==> config.mk <==
export PLATFORM = sky130hd
export DESIGN_NAME = cpu_pipe_ctrl
export DESIGN_NICKNAME = d
export VERILOG_FILES = /design/src/rtl/cpu_pipe_ctrl_pkg.sv /design/src/rtl/cpu_creg_file.sv /design/src/rtl/cpu_pipe_ctrl.sv
export SDC_FILE = /design/constraint.sdc
export NUM_CORES = 1
export LEC_CHECK = 0
export CAP_MARGIN = 0
export CELL_PAD_IN_SITES_DETAIL_PLACEMENT = 2
export CELL_PAD_IN_SITES_GLOBAL_PLACEMENT = 2
export CORE_MARGIN = 2
export CORE_UTILIZATION = 29
export CTS_CLUSTER_DIAMETER = 60
export CTS_CLUSTER_SIZE = 12
export DETAILED_ROUTE_END_ITERATION = 7
export HOLD_SLACK_MARGIN = 0.02
export MAX_ROUTING_LAYER = met4
export PLACE_DENSITY_LB_ADDON = 0.12
export SETUP_SLACK_MARGIN = 0.1
export SYNTH_ARGS = -nofsm -noshare
export SYNTH_HDL_FRONTEND = slang
export SYNTH_HIERARCHICAL = 1
export SYNTH_SLANG_ARGS = --single-unit
==> constraint.sdc <==
create_clock -name clk -period 6.9 [get_ports clk]
set_clock_uncertainty 0.15 [all_clocks]
set_input_delay 2.07 -clock clk [delete_from_list [all_inputs] [get_ports clk]]
set_output_delay 2.07 -clock clk [all_outputs]
set_load 0.01 [all_outputs]
==> src/rtl/cpu_pipe_ctrl_pkg.sv <==
// cpu_pipe_ctrl_pkg: shared encodings for the pipeline control unit and its control registers.
package cpu_pipe_ctrl_pkg;
  typedef enum logic [2:0] {
    EXP_NONE     = 3'd0,
    EXP_EXT_INT  = 3'd1,
    EXP_UNDEF    = 3'd2,
    EXP_OVERFLOW = 3'd3,
    EXP_MISALIGN = 3'd4,
    EXP_TRAP     = 3'd5,
    EXP_PRIV_VIO = 3'd6
  } exp_code_e;
  typedef enum logic [1:0] {
    CTRL_NOP  = 2'd0,
    CTRL_WRCR = 2'd1,
    CTRL_EXRT = 2'd2
  } ctrl_op_e;
  typedef enum logic [4:0] {
    CREG_STATUS     = 5'd0,
    CREG_PRE_STATUS = 5'd1,
    CREG_INT_MASK   = 5'd3,
    CREG_EXP_CODE   = 5'd4,
    CREG_EXP_VECTOR = 5'd5,
    CREG_EPC        = 5'd6
  } creg_addr_e;
  localparam logic EXE_KERNEL = 1'b0;
  localparam logic EXE_USER   = 1'b1;
  typedef struct packed {
    logic int_en;
    logic exe_mode;
  } status_t;
endpackage

==> src/rtl/cpu_creg_file.sv <==
// cpu_creg_file: control register storage with RDCR read mux, WRCR write port and exception/EXRT updates.
module cpu_creg_file
  import cpu_pipe_ctrl_pkg::*;
#(
  parameter int IRQ_W = 8
) (
  input  logic             clk,
  input  logic             reset,
  input  logic             wr_en,
  input  logic [4:0]       wr_addr,
  input  logic [31:0]      wr_data,
  input  logic             exp_en,
  input  logic [2:0]       exp_code,
  input  logic [29:0]      exp_epc,
  input  logic             exrt_en,
  input  logic [4:0]       rd_addr,
  output logic [31:0]      rd_data,
  output status_t          status,
  output logic [IRQ_W-1:0] int_mask,
  output logic [29:0]      exp_vector,
  output logic [29:0]      epc
);
  status_t    pre_status;
  logic [2:0] exp_code_r;
  always_ff @(posedge clk) begin
    if (reset) begin
      status     <= '{int_en: 1'b0, exe_mode: EXE_KERNEL};
      pre_status <= '{int_en: 1'b0, exe_mode: EXE_KERNEL};
      int_mask   <= '1;
      exp_code_r <= '0;
      exp_vector <= '0;
      epc        <= '0;
    end else if (exp_en) begin
      exp_code_r <= exp_code;
      epc        <= exp_epc;
      pre_status <= status;
      status     <= '{int_en: 1'b0, exe_mode: EXE_KERNEL};
    end else if (exrt_en) begin
      status <= pre_status;
    end else if (wr_en) begin
      case (wr_addr)
        CREG_STATUS:     status     <= status_t'(wr_data[1:0]);
        CREG_PRE_STATUS: pre_status <= status_t'(wr_data[1:0]);
        CREG_INT_MASK:   int_mask   <= wr_data[IRQ_W-1:0];
        CREG_EXP_CODE:   exp_code_r <= wr_data[2:0];
        CREG_EXP_VECTOR: exp_vector <= wr_data[31:2];
        CREG_EPC:        epc        <= wr_data[31:2];
        default: ;
      endcase
    end
  end
  always_comb begin
    rd_data = rd_addr == CREG_STATUS     ? 32'(status) :
              rd_addr == CREG_PRE_STATUS ? 32'(pre_status) :
              rd_addr == CREG_INT_MASK   ? 32'(int_mask) :
              rd_addr == CREG_EXP_CODE   ? 32'(exp_code_r) :
              rd_addr == CREG_EXP_VECTOR ? {exp_vector, 2'b00} :
              rd_addr == CREG_EPC        ? {epc, 2'b00} : 32'd0;
  end
endmodule

==> src/rtl/cpu_pipe_ctrl.sv <==
// cpu_pipe_ctrl: merges stall sources into per-stage stall/flush strobes and sequences MEM-stage events.
module cpu_pipe_ctrl
  import cpu_pipe_ctrl_pkg::*;
#(
  parameter int IRQ_W = 8
) (
  input  logic             clk,
  input  logic             reset,
  input  logic             if_busy,
  input  logic             ld_hazard,
  input  logic             mem_busy,
  input  logic [IRQ_W-1:0] irq,
  input  logic             mem_en,
  input  logic [29:0]      mem_pc,
  input  logic             mem_br_flag,
  input  logic [1:0]       mem_ctrl_op,
  input  logic [4:0]       mem_dst_addr,
  input  logic [31:0]      mem_out,
  input  logic [2:0]       mem_exp_code,
  input  logic [4:0]       creg_rd_addr,
  output logic [31:0]      creg_rd_data,
  output logic             exe_mode,
  output logic             int_detect,
  output logic             if_stall,
  output logic             id_stall,
  output logic             ex_stall,
  output logic             mem_stall,
  output logic             if_flush,
  output logic             id_flush,
  output logic             ex_flush,
  output logic             mem_flush,
  output logic [29:0]      new_pc
);
  status_t          status;
  logic [IRQ_W-1:0] int_mask;
  logic [29:0]      exp_vector, epc, exp_epc;
  logic             take, exp_ev, exrt_ev, wrcr_ev, flush, stall_any;
  // A held MEM event (mem_busy) is simply not taken; it fires once mem_busy drops.
  assign take    = ~reset & mem_en & ~mem_busy;
  assign exp_ev  = take & (mem_exp_code != EXP_NONE);
  assign exrt_ev = take & ~exp_ev & (mem_ctrl_op == CTRL_EXRT);
  assign wrcr_ev = take & ~exp_ev & (mem_ctrl_op == CTRL_WRCR);
  assign flush   = exp_ev | exrt_ev | wrcr_ev;
  always_comb begin
    stall_any = ~reset & ~flush & (if_busy | ld_hazard | mem_busy);
    if_stall  = stall_any;
    id_stall  = stall_any;
    ex_stall  = ~reset & ~flush & mem_busy;
    mem_stall = ~reset & ~flush & mem_busy;
    if_flush  = flush;
    id_flush  = flush | (~reset & ld_hazard & ~if_busy & ~mem_busy);
    ex_flush  = flush;
    mem_flush = flush;
    new_pc    = exp_ev ? exp_vector : exrt_ev ? epc : wrcr_ev ? mem_pc + 30'd1 : 30'd0;
    exp_epc   = mem_br_flag ? mem_pc - 30'd1 : mem_pc;
  end
  assign exe_mode   = status.exe_mode;
  assign int_detect = status.int_en & |(irq & ~int_mask);
  cpu_creg_file #(.IRQ_W(IRQ_W)) u_creg (
    .clk        (clk),
    .reset      (reset),
    .wr_en      (wrcr_ev),
    .wr_addr    (mem_dst_addr),
    .wr_data    (mem_out),
    .exp_en     (exp_ev),
    .exp_code   (mem_exp_code),
    .exp_epc    (exp_epc),
    .exrt_en    (exrt_ev),
    .rd_addr    (creg_rd_addr),
    .rd_data    (creg_rd_data),
    .status     (status),
    .int_mask   (int_mask),
    .exp_vector (exp_vector),
    .epc        (epc)
  );
endmodule

==> flow_metrics.env <==
export IMPL_outcome="finished clean"
export IMPL_synthArstFlopShare_pct=0
export IMPL_stdcell_count=1166
export IMPL_start_kind="input port"
export IMPL_detail_route_antenna_nets=0
export IMPL_criticalPathCategory="input port to output port"
export IMPL_layout_setup_ws_ps=162
export IMPL_synth_top_cell_area_share_pct=26.5
export IMPL_yosysSeqAreaShare_pct=26.5
export IMPL_yosys_warnings=6
export IMPL_drt_wl_total_um=27000
export IMPL_syn_nets=837
export IMPL_path_clk_slew_ps=60
export IMPL_finalSetupViolations=0
export IMPL_antenna_found_initial=0
export IMPL_routed_via_density=5.61
export IMPL_wl_met3_um=1110
export IMPL_power_leakage_nw=2.96
export IMPL_drt_met1_wl_um=12300
export IMPL_htree_levels=3
export IMPL_netlist_area_um2=5670
export IMPL_worstPathRequired_ps=4680
export IMPL_insertion_delay_ps=360
export IMPL_synth_main_ff_cell="dfxtp_1"
export IMPL_io_pins=164
export IMPL_grt_pass1_wl_um=41400
export IMPL_max_vdd_ir_drop_mv=0.126
export IMPL_num_rows=51
export IMPL_nets=990
export IMPL_worst_hold_path_type="register to register"
export IMPL_synth_area_top_cells="dfxtp_1, xor2_1, nand2_1"
export IMPL_finalWeightedCongestion=0.890
export IMPL_period_share_pct=97.7
export IMPL_top_layer="met4"
export IMPL_cts_sinks=75
export IMPL_rsz0062_at_grt="true"
export IMPL_rr_worst_depth=2
export IMPL_dp_cells=1147
export IMPL_hold_viol=0
export IMPL_dp_hpwl_um=19400
export IMPL_max_freq_ghz=0.148
export IMPL_r2r_end="u_creg/pre_status[0]$_SDFFE_PP0P_"
export IMPL_cp_end_kind="output port"
export IMPL_crit_slowest_cell="clkdlybuf4s50_1"
export IMPL_syn_to_final_growth_pct=43.0
export IMPL_crit_chain="clkdlybuf4s50_1, or3b_4, or2_2, nor2_2, buf_6, a22oi_1, o21ai_0, clkdlybuf4s50_1"
export IMPL_synth_top_area_cell="dfxtp_1"
export IMPL_overflow=0
export IMPL_grt_pass1_vias=7131
export IMPL_yosys_register_bits=75
export IMPL_synth_edf_count=0
export IMPL_dr_wl_met2_um=13400
export IMPL_power_mw=1.19
export IMPL_syn_mean_instance_area_um2=7.63
export IMPL_min_period_ps=6740
export IMPL_arrival_ps=4520
export IMPL_die_w_um=144
export IMPL_cts_path_max_buffers=2
export IMPL_cap_violations=0
export IMPL_cts_hold_buf=0
export IMPL_slew_viol_final=0
export IMPL_cp_endpoint="new_pc[5]"
export IMPL_grt_max_degree=57
export IMPL_cts_root_buf="clkbuf_16"
export IMPL_yosysUniqueCellTypes=64
export IMPL_cts_inserted_buffers=9
export IMPL_io_buffers=163
export IMPL_path_common_cell="clkdlybuf4s50_1"
export IMPL_drc=0
export IMPL_dr_total_vias=6543
export IMPL_r2r_slack_ps=5870
export IMPL_worstPathMaxFanout=12
export IMPL_drt_initial_drc_count=372
export IMPL_power_density_nw_per_um2=146
export IMPL_fin_tns_setup_ps=0
export IMPL_pre_cts_slack_ps=-25.6
export IMPL_die_h_um=144
export IMPL_drtPass1Iterations=5
export IMPL_post_drt_wl_per_cell_um=23.1
export IMPL_dieArea_um2=20700
export IMPL_crit_start="mem_busy"
export IMPL_grtUsageTotal_pct=26.8
export IMPL_worst_pin_slew_ps=978
export IMPL_drive_gt1_share_pct=12.7
export IMPL_cts_tree="built"
export IMPL_max_stage_delay_ps=580
export IMPL_r2r_start="u_creg/pre_status[0]$_SDFFE_PP0P_"
export IMPL_max_slew_margin_rel_pct=34.7
export IMPL_synth_cells=743
export IMPL_core_um2=19300
export IMPL_initial_core_util_pct=29.3
export IMPL_diodes=0
export IMPL_holdWs_ps=339
layer usage:
layer | up-vias | GRT usage [%]
li1 | 3037 | -
met1 | 3302 | 34.5
met2 | 190 | 45.2
met3 | 14 | 3.27
met4 | 0 | 5.83
met5 | - | -
through the flow:
stage | util, % | area, um2
2_1_floorplan | - | 5670
3_3_place_gp | 39.7 | 7680
3_5_place_dp | 39.7 | 7680
4_1_cts | 41.4 | 8010
5_1_grt | 41.9 | 8100
6_report | 41.9 | 8100
worst max-delay path: cells and delay by family:
kind	cells	cell delay (ps)
buffers and inverters	3	1250
AOI/OAI and AO/OA	2	200
and+or+nand+nor	3	990
power breakdown:
part | leakage [nW] | total, mW | switching (mW) | internal (mW)
registers | 0.607 | 0.447 | 0.00649 | 0.440
logic | 2.20 | 0.205 | 0.108 | 0.0971
clock network | 0.153 | 0.535 | 0.217 | 0.318
cell families after synthesis:
logic type,after synthesis,share of synthesized area (%)
DFF,75,26.5
and+or+nand+nor,297,29.3
adders and majority gates,2,0.442
xor gates and xnor gates,54,8.35
buffers and inverters,96,8.30
muxes,9,1.59
AOI/OAI and AO/OA,210,25.5
worst min-delay path by stage:
stage                                       start                                  to  slack (ps)  depth (start not counted)
2_1_floorplan   u_creg/exp_vector[0]$_SDFFE_PP0P_   u_creg/exp_vector[0]$_SDFFE_PP0P_         300                          2
3_3_place_gp   u_creg/exp_vector[15]$_SDFFE_PP0P_  u_creg/exp_vector[15]$_SDFFE_PP0P_         310                          2
3_5_place_dp   u_creg/exp_vector[15]$_SDFFE_PP0P_  u_creg/exp_vector[15]$_SDFFE_PP0P_         330                          2
4_1_cts        u_creg/exp_vector[15]$_SDFFE_PP0P_  u_creg/exp_vector[15]$_SDFFE_PP0P_         340                          2
5_1_grt        u_creg/exp_vector[15]$_SDFFE_PP0P_  u_creg/exp_vector[15]$_SDFFE_PP0P_         360                          2
6_report       u_creg/exp_vector[15]$_SDFFE_PP0P_  u_creg/exp_vector[15]$_SDFFE_PP0P_         340                          2
synthesized netlist by cell type (all sizes together), types with 25 or more instances:
cell type,count
clkbuf,36
o211ai,30
buf,43
nand3,49
a22oi,25
nor2,50
nand2,76
xor2,35
o21ai,59
dfxtp,75
a21oi,37
nand4,38
registers in the layout, indices dropped and copies added, names as in the netlist:
register / count
u_creg/epc: 30
u_creg/status: 2
u_creg/exp_code_r: 3
u_creg/pre_status: 2
u_creg/int_mask: 8
u_creg/exp_vector: 30
area by class of cell:
type,instances,area [um2]
Clock buffer,10,229
Clock inverter,6,90.1
Fill cell,2213,11200
Inverter,17,63.8
Multi-Input combinational cell,572,3740
Sequential cell,75,1500
Tap cell,265,332
Timing Repair Buffer,221,2150
cells in the final DEF (no fill, tap or decap), drive strengths merged, types with 5 or more instances in the layout:
cell           Yosys  final
nand4             38     38
nand2b             5      5
a22o              24     24
a2111oi            5      5
nor2              50     50
a21oi             37     37
o211ai            30     30
a211oi             7      7
or3                6      6
inv               17     17
clkdlybuf4s50      0    146
xor2              35     35
buf               43     59
a221o              9      9
dfxtp             75     75
a22oi             25     25
xnor2             19     19
o21ai             59     59
nor3              15     15
nor4               8      8
nor2b              8      8
and4bb             5      5
nand2             76     76
clkbuf            36     10
mux2i              9      9
nor4b              5      5
dlymetal6s2s       0     16
and3              11     11
nand3             49     49
timing repair:
| item | CTS | global route |
|---|---|---|
| cloned | 0 | 0 |
| pin swaps | 1 | 3 |
| setup endpoints to repair | 26 | 22 |
| gates resized for setup | 3 | 27 |
| setup buffers | 0 | 3 |
Power figures use the tool's default switching activity.
